==> src/rtl/alu_seq_ctrl_if.sv <==
`default_nettype none
// ============================================================================
// Module   : alu_seq_ctrl_if
// Purpose  : Bundles the sequencer's three bus attachments: instruction
//            fetch, register-file read/write and the combinational ALU.
// Ports    : master - sequencer side (drives requests, addresses, operands)
//            slave  - memory / register file / ALU side
// Revision : 1.0  initial release
// ============================================================================
interface alu_seq_ctrl_if;
   // instruction fetch
   logic        imem_req;
   logic [15:0] imem_addr;
   logic        imem_ack;
   logic [15:0] imem_data;
   // register file
   logic [3:0]  rf_raddr_a;
   logic [3:0]  rf_raddr_b;
   logic [15:0] rf_rdata_a;
   logic [15:0] rf_rdata_b;
   logic        rf_we;
   logic [3:0]  rf_waddr;
   logic [15:0] rf_wdata;
   // ALU
   logic [15:0] alu_a;
   logic [15:0] alu_b;
   logic [7:0]  alu_op;
   logic        alu_cin;
   logic [4:0]  alu_flags;
   logic [15:0] alu_result;

   modport master (
      output imem_req, imem_addr, rf_raddr_a, rf_raddr_b,
             rf_we, rf_waddr, rf_wdata, alu_a, alu_b, alu_op, alu_cin,
      input  imem_ack, imem_data, rf_rdata_a, rf_rdata_b,
             alu_flags, alu_result
   );

   modport slave (
      input  imem_req, imem_addr, rf_raddr_a, rf_raddr_b,
             rf_we, rf_waddr, rf_wdata, alu_a, alu_b, alu_op, alu_cin,
      output imem_ack, imem_data, rf_rdata_a, rf_rdata_b,
             alu_flags, alu_result
   );
endinterface
`default_nettype wire

==> src/rtl/alu_seq_ctrl.sv <==
`default_nettype none
// ============================================================================
// Module   : alu_seq_ctrl
// Purpose  : Multi-cycle sequencer (FETCH/DECODE/EXECUTE/WRITEBACK) driving a
//            combinational ALU. Decodes 16-bit instructions, captures flags
//            into the PSR, writes results back and resolves branches.
// Ports    : clk, rst_n (async active-low)
//            bus    - fetch, register-file and ALU signals (master modport)
//            psr    - captured flags {N,Z,F,L,C}
//            pc     - program counter
//            halted - high once HALT (IR == 0) has been decoded
// Revision : 1.0  initial release
// ============================================================================
module alu_seq_ctrl #(
   parameter logic [15:0] RESET_PC = 16'h0000
) (
   input  logic          clk,
   input  logic          rst_n,
   alu_seq_ctrl_if.master bus,
   output logic [4:0]    psr,
   output logic [15:0]   pc,
   output logic          halted
);
   localparam logic [2:0] S_FETCH  = 3'd0;
   localparam logic [2:0] S_DECODE = 3'd1;
   localparam logic [2:0] S_EXEC   = 3'd2;
   localparam logic [2:0] S_WB     = 3'd3;
   localparam logic [2:0] S_HALT   = 3'd4;

   logic [2:0]  r_state;
   logic [15:0] r_ir;
   logic        r_run;     // keeps imem_req low until the first edge after reset
   logic [15:0] r_src;     // source operand (register or extended immediate)
   logic [15:0] r_dst;     // destination register value
   logic [15:0] r_res;     // write-back value latched at end of EXECUTE
   logic [15:0] r_pc;
   logic [4:0]  r_psr;

   logic [3:0]  w_opc, w_ext, w_fn;
   logic [15:0] w_immx, w_disp;
   logic        w_rform, w_use_imm, w_alu, w_inv, w_swap, w_wr, w_mov;
   logic        w_upd_c, w_upd_cmp, w_br, w_taken, w_req, w_exec_alu;
   logic [7:0]  w_op;

   assign w_opc  = r_ir[15:12];
   assign w_ext  = r_ir[7:4];
   assign w_disp = {{8{r_ir[7]}}, r_ir[7:0]};

   // Immediate forms reuse the register-form function table, keyed by opcode.
   always_comb begin
      w_fn      = 4'h0;
      w_rform   = 1'b0;
      w_use_imm = 1'b0;
      w_immx    = {{8{r_ir[7]}}, r_ir[7:0]};
      w_alu     = 1'b0;
      w_op      = 8'h00;
      w_inv     = 1'b0;
      w_swap    = 1'b0;
      w_wr      = 1'b0;
      w_mov     = 1'b0;
      w_upd_c   = 1'b0;
      w_upd_cmp = 1'b0;
      w_br      = 1'b0;
      case (w_opc)
         4'h0: begin
            w_fn    = w_ext;
            w_rform = 1'b1;
         end
         4'h1, 4'h2, 4'h3: begin
            w_fn      = w_opc;
            w_rform   = 1'b1;
            w_use_imm = 1'b1;
            w_immx    = {8'h00, r_ir[7:0]};
         end
         4'h5, 4'h9, 4'hB, 4'hD: begin
            w_fn      = w_opc;
            w_rform   = 1'b1;
            w_use_imm = 1'b1;
         end
         4'h8: begin
            if (w_ext == 4'h4 || w_ext == 4'h6) begin
               w_alu  = 1'b1;
               w_op   = {w_opc, w_ext};
               w_swap = 1'b1;
               w_wr   = 1'b1;
            end
         end
         4'hC:    w_br = 1'b1;
         default: ;
      endcase
      if (w_rform) begin
         case (w_fn)
            4'h1, 4'h2, 4'h3: begin
               w_alu = 1'b1;
               w_op  = {4'h0, w_fn};
               w_wr  = 1'b1;
            end
            4'h5: begin
               w_alu   = 1'b1;
               w_op    = 8'h05;
               w_wr    = 1'b1;
               w_upd_c = 1'b1;
            end
            4'h9: begin
               // subtract as Rdest + ~src + 1
               w_alu   = 1'b1;
               w_op    = 8'h05;
               w_inv   = 1'b1;
               w_wr    = 1'b1;
               w_upd_c = 1'b1;
            end
            4'hB: begin
               w_alu     = 1'b1;
               w_op      = 8'h0B;
               w_upd_cmp = 1'b1;
            end
            4'hD: begin
               w_mov = 1'b1;
               w_wr  = 1'b1;
            end
            default: ;
         endcase
      end
   end

   // Branch condition against the PSR {N,Z,F,L,C}.
   always_comb begin
      w_taken = 1'b0;
      case (r_ir[11:8])
         4'h0: w_taken =  r_psr[3];
         4'h1: w_taken = !r_psr[3];
         4'h2: w_taken =  r_psr[0];
         4'h3: w_taken = !r_psr[0];
         4'h4: w_taken =  r_psr[1];
         4'h5: w_taken = !r_psr[1];
         4'h6: w_taken =  r_psr[4];
         4'h7: w_taken = !r_psr[4];
         4'h8: w_taken =  r_psr[2];
         4'h9: w_taken = !r_psr[2];
         4'hA: w_taken = !r_psr[1] && !r_psr[3];
         4'hB: w_taken =  r_psr[1] ||  r_psr[3];
         4'hC: w_taken = !r_psr[4] && !r_psr[3];
         4'hD: w_taken =  r_psr[4] ||  r_psr[3];
         4'hE: w_taken = 1'b1;
         default: w_taken = 1'b0;
      endcase
   end

   assign w_req      = (r_state == S_FETCH) && r_run;
   assign w_exec_alu = (r_state == S_EXEC) && w_alu;

   always_ff @(posedge clk or negedge rst_n) begin
      if (!rst_n) begin
         r_state <= S_FETCH;
         r_ir    <= 16'h0000;
         r_run   <= 1'b0;
         r_src   <= 16'h0000;
         r_dst   <= 16'h0000;
         r_res   <= 16'h0000;
         r_pc    <= RESET_PC;
         r_psr   <= 5'b00000;
      end else begin
         r_run <= 1'b1;
         case (r_state)
            S_FETCH: begin
               if (w_req && bus.imem_ack) begin
                  r_ir    <= bus.imem_data;
                  r_state <= S_DECODE;
               end
            end
            S_DECODE: begin
               if (r_ir == 16'h0000) begin
                  r_state <= S_HALT;
               end else begin
                  r_src   <= w_use_imm ? w_immx : bus.rf_rdata_a;
                  r_dst   <= bus.rf_rdata_b;
                  r_state <= S_EXEC;
               end
            end
            S_EXEC: begin
               r_res <= w_mov ? r_src : bus.alu_result;
               // only flags that are meaningful for the op are captured
               if (w_upd_c)   r_psr[0]   <= bus.alu_flags[0];
               if (w_upd_cmp) r_psr[4:1] <= bus.alu_flags[4:1];
               r_state <= S_WB;
            end
            S_WB: begin
               r_pc    <= (w_br && w_taken) ? (r_pc + w_disp) : (r_pc + 16'd1);
               r_state <= S_FETCH;
            end
            S_HALT:  ;
            default: r_state <= S_FETCH;
         endcase
      end
   end

   assign bus.imem_req   = w_req;
   assign bus.imem_addr  = r_pc;
   assign bus.rf_raddr_a = r_ir[3:0];
   assign bus.rf_raddr_b = r_ir[11:8];
   assign bus.rf_we      = (r_state == S_WB) && w_wr;
   assign bus.rf_waddr   = r_ir[11:8];
   assign bus.rf_wdata   = r_res;
   // shifts take the value from Rdest and the amount from Rsrc
   assign bus.alu_a   = w_exec_alu ? (w_swap ? r_dst : (w_inv ? ~r_src : r_src)) : 16'h0000;
   assign bus.alu_b   = w_exec_alu ? (w_swap ? r_src : r_dst) : 16'h0000;
   assign bus.alu_op  = w_exec_alu ? w_op : 8'h00;
   assign bus.alu_cin = w_exec_alu && w_inv;

   assign psr    = r_psr;
   assign pc     = r_pc;
   assign halted = (r_state == S_HALT);
endmodule
`default_nettype wire

==> src/flat_wrapper.sv <==
// flat-port wrapper written by rule: the top's interface ports become plain ports
module alu_seq_ctrl_flat 
#(
   parameter logic [15:0] RESET_PC = 16'h0000
)
  (clk, rst_n, psr, pc, halted, bus_imem_req, bus_imem_addr, bus_rf_raddr_a, bus_rf_raddr_b, bus_rf_we, bus_rf_waddr, bus_rf_wdata, bus_alu_a, bus_alu_b, bus_alu_op, bus_alu_cin, bus_imem_ack, bus_imem_data, bus_rf_rdata_a, bus_rf_rdata_b, bus_alu_flags, bus_alu_result);
  alu_seq_ctrl_if bus_i ();
  input  logic clk;
  input  logic rst_n;
  output logic [4:0] psr;
  output logic [15:0] pc;
  output logic halted;
  output wire logic [$bits(bus_i.imem_req)-1:0] bus_imem_req;
  output wire logic [$bits(bus_i.imem_addr)-1:0] bus_imem_addr;
  output wire logic [$bits(bus_i.rf_raddr_a)-1:0] bus_rf_raddr_a;
  output wire logic [$bits(bus_i.rf_raddr_b)-1:0] bus_rf_raddr_b;
  output wire logic [$bits(bus_i.rf_we)-1:0] bus_rf_we;
  output wire logic [$bits(bus_i.rf_waddr)-1:0] bus_rf_waddr;
  output wire logic [$bits(bus_i.rf_wdata)-1:0] bus_rf_wdata;
  output wire logic [$bits(bus_i.alu_a)-1:0] bus_alu_a;
  output wire logic [$bits(bus_i.alu_b)-1:0] bus_alu_b;
  output wire logic [$bits(bus_i.alu_op)-1:0] bus_alu_op;
  output wire logic [$bits(bus_i.alu_cin)-1:0] bus_alu_cin;
  input wire logic [$bits(bus_i.imem_ack)-1:0] bus_imem_ack;
  input wire logic [$bits(bus_i.imem_data)-1:0] bus_imem_data;
  input wire logic [$bits(bus_i.rf_rdata_a)-1:0] bus_rf_rdata_a;
  input wire logic [$bits(bus_i.rf_rdata_b)-1:0] bus_rf_rdata_b;
  input wire logic [$bits(bus_i.alu_flags)-1:0] bus_alu_flags;
  input wire logic [$bits(bus_i.alu_result)-1:0] bus_alu_result;
  assign bus_imem_req = bus_i.imem_req;
  assign bus_imem_addr = bus_i.imem_addr;
  assign bus_rf_raddr_a = bus_i.rf_raddr_a;
  assign bus_rf_raddr_b = bus_i.rf_raddr_b;
  assign bus_rf_we = bus_i.rf_we;
  assign bus_rf_waddr = bus_i.rf_waddr;
  assign bus_rf_wdata = bus_i.rf_wdata;
  assign bus_alu_a = bus_i.alu_a;
  assign bus_alu_b = bus_i.alu_b;
  assign bus_alu_op = bus_i.alu_op;
  assign bus_alu_cin = bus_i.alu_cin;
  assign bus_i.imem_ack = bus_imem_ack;
  assign bus_i.imem_data = bus_imem_data;
  assign bus_i.rf_rdata_a = bus_rf_rdata_a;
  assign bus_i.rf_rdata_b = bus_rf_rdata_b;
  assign bus_i.alu_flags = bus_alu_flags;
  assign bus_i.alu_result = bus_alu_result;
  alu_seq_ctrl #(.RESET_PC(RESET_PC)) u_core (.clk(clk), .rst_n(rst_n), .bus(bus_i), .psr(psr), .pc(pc), .halted(halted));
endmodule
==> config.mk <==
export PLATFORM = sky130hd
export DESIGN_NAME = alu_seq_ctrl_flat
export DESIGN_NICKNAME = d
export VERILOG_FILES = /design/src/rtl/alu_seq_ctrl_if.sv /design/src/rtl/alu_seq_ctrl.sv /design/src/flat_wrapper.sv
export SDC_FILE = /design/constraint.sdc
export NUM_CORES = 1
export LEC_CHECK = 0
export BUFFER_PORTS_ARGS = -buffer_cell sky130_fd_sc_hd__buf_2
export CAP_MARGIN = 40
export CELL_PAD_IN_SITES_DETAIL_PLACEMENT = 2
export CELL_PAD_IN_SITES_GLOBAL_PLACEMENT = 2
export CORE_MARGIN = 5
export CORE_UTILIZATION = 32
export DETAILED_ROUTE_END_ITERATION = 16
export PLACE_DENSITY = 0.83
export SYNTH_ARGS = -nofsm -noshare
export SYNTH_HDL_FRONTEND = slang
export SYNTH_SLANG_ARGS = --single-unit
export TNS_END_PERCENT = 10
==> constraint.sdc <==
create_clock -name clk -period 5.76 [get_ports clk]
set_input_delay 1.152 -clock clk [delete_from_list [all_inputs] [get_ports clk]]
set_output_delay 1.152 -clock clk [all_outputs]
set_load 0.005 [all_outputs]
# --- Word-level counts from Yosys, hierarchy flattened ---
# Index checks and enable logic that the tools add are counted.
word_totals:
  in_bits: 72
  mem_bits_rw: 0
  latchBits: 0
  output_inout_bits: 109
  ff_bits: 89
  memories: 0
  wordCells: 119
  romBits: 0
classes:
  muxes: 36
  addsub: 2
  n_mul: 0
  bitwise_logic: 3
  div_mod_pow: 0
  eq_ne: 37
  magnitude_cmp: 0
  n_reduce_logical: 32
  shift: 0
ops:
  columns: ["cell", "n"]
  rows:
  - ["16-bit two-way mux", 9]
  - ["4-bit equality test, second input constant", 15]
  - ["4-bit by 3-bit equality test with 1-bit output, second input constant", 8]
  - ["8-bit two-way mux", 4]
  - ["4-bit by 2-bit equality test with 1-bit output, second input constant", 6]
  - ["8-bit one-hot mux with 3 select lines", 1]
  - ["1-bit two-way mux", 17]
  - ["16-bit by 1-bit adder with 16-bit output, second input constant", 1]
  - ["16-bit adder", 1]
  - ["16-bit zero test", 1]
  - ["16-bit inverter", 1]
  - ["1-bit one-hot mux with 15 select lines", 1]
  - ["4-bit by 1-bit equality test with 1-bit output, second input constant", 3]
  - ["3-bit one-hot mux with 4 select lines", 1]
  - ["6-bit OR reduction", 2]
  - ["2-bit AND reduction", 5]
  - ["1-bit logical AND", 8]
  - ["4-bit zero test", 2]
  - ["4-bit one-hot mux with 2 select lines", 1]
  - ["8-bit OR reduction", 1]
  - ["7-bit OR reduction", 1]
  - ["3-bit by 2-bit equality test with 1-bit output, second input constant", 2]
  - ["3-bit two-way mux", 2]
  - ["3-bit OR reduction", 2]
  - ["other kinds (8)", 15]

# --- Depth between registers and ports, before layout ---
logic_depth:
  word_depth: 9
  mapped_depth: 15
  ltp_nobuf: 14

# --- Worst setup path after synthesis ---
# No wires, ideal clock.
synth_timing:
  path_kind: "reg-to-reg"
  start: "reg u_core.r_ir[13]"
  end: "reg u_core.r_pc[11] (netlist: u_core.bus.imem_addr[11])"
  path_slack_ps: 2292
  path_buffers: 1
  stages_incl_launch_ff: 14
  t_arrival_ps: 3334
  setup_ps: 134
  synth_period_minus_slack_ps: 3468
  required_time_ps: 5626
  cell_sequence: "dfrtp_1 buf_2 or4_1 a41oi_1 o31a_1 and2_1 ha_1 a211oi_1 nor2_1 o41ai_1 o221ai_1 a21oi_1 xor2_1 o21ai_0"
synth_between:
  elab_chain_cells: 4
synth_lines:
  columns: ["item", "line", "rtl"]
  rows:
  - ["start: declaration", "alu_seq_ctrl.sv:31", "logic [15:0] r_ir;"]
  - ["start signal: assignment", "alu_seq_ctrl.sv:167", "r_ir <= bus.imem_data;"]
  - ["4-bit equality test", "alu_seq_ctrl.sv:64", "case (w_opc)"]
  - ["1-bit two-way mux", "alu_seq_ctrl.sv:64", null]
  - ["1-bit logical AND", "alu_seq_ctrl.sv:188", "r_pc <= (w_br && w_taken) ? (r_pc + w_disp) : (r_pc + 16'd1);"]
  - ["16-bit two-way mux", "alu_seq_ctrl.sv:188", null]
  - ["end signal: assignment", "alu_seq_ctrl.sv:188", null]
  - ["end: declaration", "alu_seq_ctrl.sv:36", "logic [15:0] r_pc;"]
# No other way between the ends.
# A chain may end at the register's enable or synchronous reset.

# --- Worst setup path in the final report ---
layout_timing:
  start: "reg u_core.r_ir[11]"
  end: "reg u_core.r_pc[11] (netlist: u_core.bus.imem_addr[11])"
layout_between:
  elab_chain_cells: 4
  word_cells_on_any_way: 18
  cone_classes: "eq/ne: 14; mux: 2; reduce/logical: 2"
layout_lines:
  columns: ["item", "line", "rtl"]
  rows:
  - ["4-bit equality test, or another cell as far along", "alu_seq_ctrl.sv:129", "case (r_ir[11:8])"]
  - ["1-bit one-hot mux with 15 select lines (*)", "alu_seq_ctrl.sv:129", null]
  - ["1-bit logical AND (*)", "alu_seq_ctrl.sv:188", null]
  - ["16-bit two-way mux (*)", "alu_seq_ctrl.sv:188", null]
# Mark *: on every way between the ends. The rest lies on a longest branch, timed or not.

==> metrics.yaml <==
detailed_routing:
  routed_wl_um: 20600
  wl_per_cell_um: 20.8
  firstDrtPassIters: 4
  drtIter0Drc: 105
  vias: 5237
  drc: 0
  antenna_left: 0
  vias_per_cell: 5.27
clocking:
  post-cts-setup-buffers: 0
  worstSkewPairLatency_ns: 0.36
  htree_levels: 3
  clockRootBuffer: "clkbuf_16"
  cts_tree: "built"
  cts_buffers: 9
  postCtsResizedCells: 0
  cts_hold_buf: 0
  clk_pin_slew_worst_paths_ns: 0.07
  cts_buffer_depth: 2
  cts_sinks: 89
power:
  leakagePower_nw: 3.45
  power_density_mw_per_mm2: 556
  ir_worst_vdd_mv: 0.206
  report.power.total_w: 0.00381
synthesis:
  synth_top_area_share_pct: 39.4
  synth_compound_area_share_pct: 16.5
  synth-seq-cells: 89
  synth.area.top_cells: "dfrtp_1 39%, mux2_2 6.4%, nand2_1 5.2%, mux2i_1 4.6%, nor2_1 4.5%"
  synth_top_family_by_area: "simple AND/OR/NAND/NOR gates"
  ys_async_sr_fraction_pct: 100
  synth-xor-area-share_pct: 4.03
  synth_edf_count: 0
  synth_area_sq_mm: 0.00566
  synth_top_area_cell: "dfrtp_1"
  synth_ff_type: "dfrtp_1"
  synth-seq-area-share_pct: 39.4
  synth_cells: 634
  ys_warn_count: 0
  synth_adder_area_share_pct: 3.67
  syn_area_per_cell_sq_um: 8.92
  synth-simple-area-share_pct: 17.3
  muxShareOfSynthArea_pct: 11.2
  ys_types: 60
grt:
  antenna_found_initial: 3
  grt_pass1_vias: 5767
  grt_pass1_wl_um: 32000
  grt_usage_pct: 20.0
  grt_overflow: 0
  grt_start_max_net_pins: 61
placement:
  place.detailed.hpwl_um: 15600
  gp_congestion: 0.856
  dp_cells: 978
  port-buffer-count: 177
  place_worst_setup_slack_ns: 1.65
flow_run:
  max_cap_viol_count: 0
final_layout:
  drive_gt1_share_pct: 31.6
  multi_input_area_sq_mm: 0.00300
  seq_area_sq_mm: 0.00223
  fillers: 1991
  area_delta_synth_final_pct: 21.1
  n_antenna_cell: 0
  layout.nets: 852
  final_cells: 994
  utilization_pct: 39.6
sta:
  relSlewSlack_pct: 39.8
  period_needed_ns: 4.33
  finalHoldViolations: 0
  skew_ns: 0.00656
  setup_viol: 0
  worst_slew_pin_slew_ns: 0.891
  finalWorstSetupSlack_ns: 1.43
  slew_violations: 0
  fmax_mhz: 231
  setup_tns_ns: 0
  fin_crit_sh_pct: 75.2
  rsz0062_at_grt: "false"
hold_path:
  whs_path_depth: 2
  hp-class: "flip-flop to flip-flop"
worst_setup_path:
  max_stage_delay_ns: 0.75
  startpoint: "u_core.r_ir[11]$_DFFE_PN0P_"
  r2r_setup_slack_ns: 1.43
  worstReg2RegEnd: "u_core.bus.imem_addr[11]$_DFFE_PN0P_"
  r2r.worst_path.cells: 13
  endpoint: "u_core.bus.imem_addr[11]$_DFFE_PN0P_"
  path_cells: "nor3_1 -> nand3b_1 -> a32oi_1 -> o31a_1 -> and2_1 -> ha_1 -> a211oi_1 -> nor2_1 -> o41ai_1 -> o221ai_1 -> a21oi_1 -> xor2_1 -> o21ai_0"
  critPathSlowestCell: "o41ai_1"
  required_ns: 5.99
  cp-end-kind: "flip-flop"
  crit_arrival_ns: 4.56
  worstReg2RegStart: "u_core.r_ir[11]$_DFFE_PN0P_"
  crit_fanout: 17
  critPathLaunchType: "flip-flop"
  critPathKind: "flip-flop to flip-flop"
die:
  die_area_sq_mm: 0.0204
  initial_core_util_pct: 32.7
  row_count: 48
  die_w_um: 143
  fp.dieH_um: 143
  coreArea_sq_mm: 0.0173
  io_pins: 181
run_status:
  status: "finished clean"
-- layout make-up --
class | instances | area share [%]
repair buffers | 186 | 14.4
flip-flops and latches | 89 | 32.5
well taps | 225 | 4.11
clock inverters | 6 | 1.06
multi-input cells | 466 | 43.8
clock buffers | 10 | 3.49
inverters | 12 | 0.658
-- stage by stage --
| step | area, sq um | hold WS, ns |
|---|---|---|
| finish | 6850 | 0.489 |
| CTS | 6850 | 0.490 |
| detailed placement | 6540 | 0.475 |
| global placement | 6480 | 0.458 |
| floorplan | 5660 | 0.473 |
| global route | 6850 | 0.521 |
-- routing by layer --
| metal | share of wire [%] | GRT usage, % |
|---|---|---|
| met1 | 42 | 24.8 |
| met2 | 51 | 36.0 |
| met3 | 5.9 | 4.05 |
| met4 | 0.90 | 4.10 |
| met5 | 0.14 | 0 |
-- power by group --
part	total, W	internal [W]	switching [W]	leakage, nW
clock	0.000642	0.000354	0.000289	0.150
combinational	0.00183	0.000803	0.00102	2.22
sequential	0.00134	0.000919	0.000423	1.09
-- kinds of logic (layout without fill, tap and decap cells) --
logic type,count (synthesis),count (layout)
muxes,59,59
AOI/OAI and AO/OA,152,152
other,2,4
buffers and inverters,81,214
adders and majority gates,16,16
DFF,89,89
and+or+nand+nor,209,209
xor gates and xnor gates,26,26
-- how the worst min path moves through the flow --
stage / startpoint / end
2_1_floorplan: u_core.bus.rf_wdata[0]$_DFFE_PN0P_ / u_core.bus.rf_wdata[0]$_DFFE_PN0P_
4_1_cts: u_core.bus.rf_wdata[9]$_DFFE_PN0P_ / u_core.bus.rf_wdata[9]$_DFFE_PN0P_
5_1_grt: u_core.bus.rf_wdata[10]$_DFFE_PN0P_ / u_core.bus.rf_wdata[10]$_DFFE_PN0P_
3_3_place_gp: u_core.bus.rf_wdata[12]$_DFFE_PN0P_ / u_core.bus.rf_wdata[12]$_DFFE_PN0P_
3_5_place_dp: u_core.bus.rf_wdata[9]$_DFFE_PN0P_ / u_core.bus.rf_wdata[9]$_DFFE_PN0P_
6_report: u_core.bus.rf_wdata[0]$_DFFE_PN0P_ / u_core.bus.rf_wdata[0]$_DFFE_PN0P_
-- state kept, by name, summed over array words and instances (netlist names) --
register,cells
u_core.psr,5
u_core.r_dst,16
u_core.bus.rf_wdata,16
u_core.r_ir,16
u_core.r_run,1
u_core.r_state,3
u_core.r_src,16
u_core.bus.imem_addr,16
-- Yosys cell counts (12+ instances only) --
cell type and instances:
a211oi_1 20, a21oi_1 44, buf_4 32, clkbuf_1 27
dfrtp_1 89, ha_1 15, inv_1 12, mux2_2 32
mux2i_1 26, nand2_1 78, nor2_1 68, o21ai_0 48
xor2_1 20
-- placed cells by master, fill, tap and decap left out, drive strengths merged, types with 10 or more instances in the layout --
cell type,n
inv,14
a211oi,20
nor2,68
o21ai,48
xor2,20
mux2,33
nand2,78
ha,15
clkbuf,10
mux2i,26
a21oi,46
dfrtp,89
buf,186
-- critical path: cells and delay by family, from the launching register on --
| family | cells | cell delay, ns |
|---|---|---|
| compound gates | 7 | 2.26 |
| xor+xnor | 1 | 0.17 |
| fa+ha+maj | 1 | 0.27 |
| flops | 1 | 0.55 |
| simple gates | 4 | 0.96 |
(Power assumes the default switching activity.)
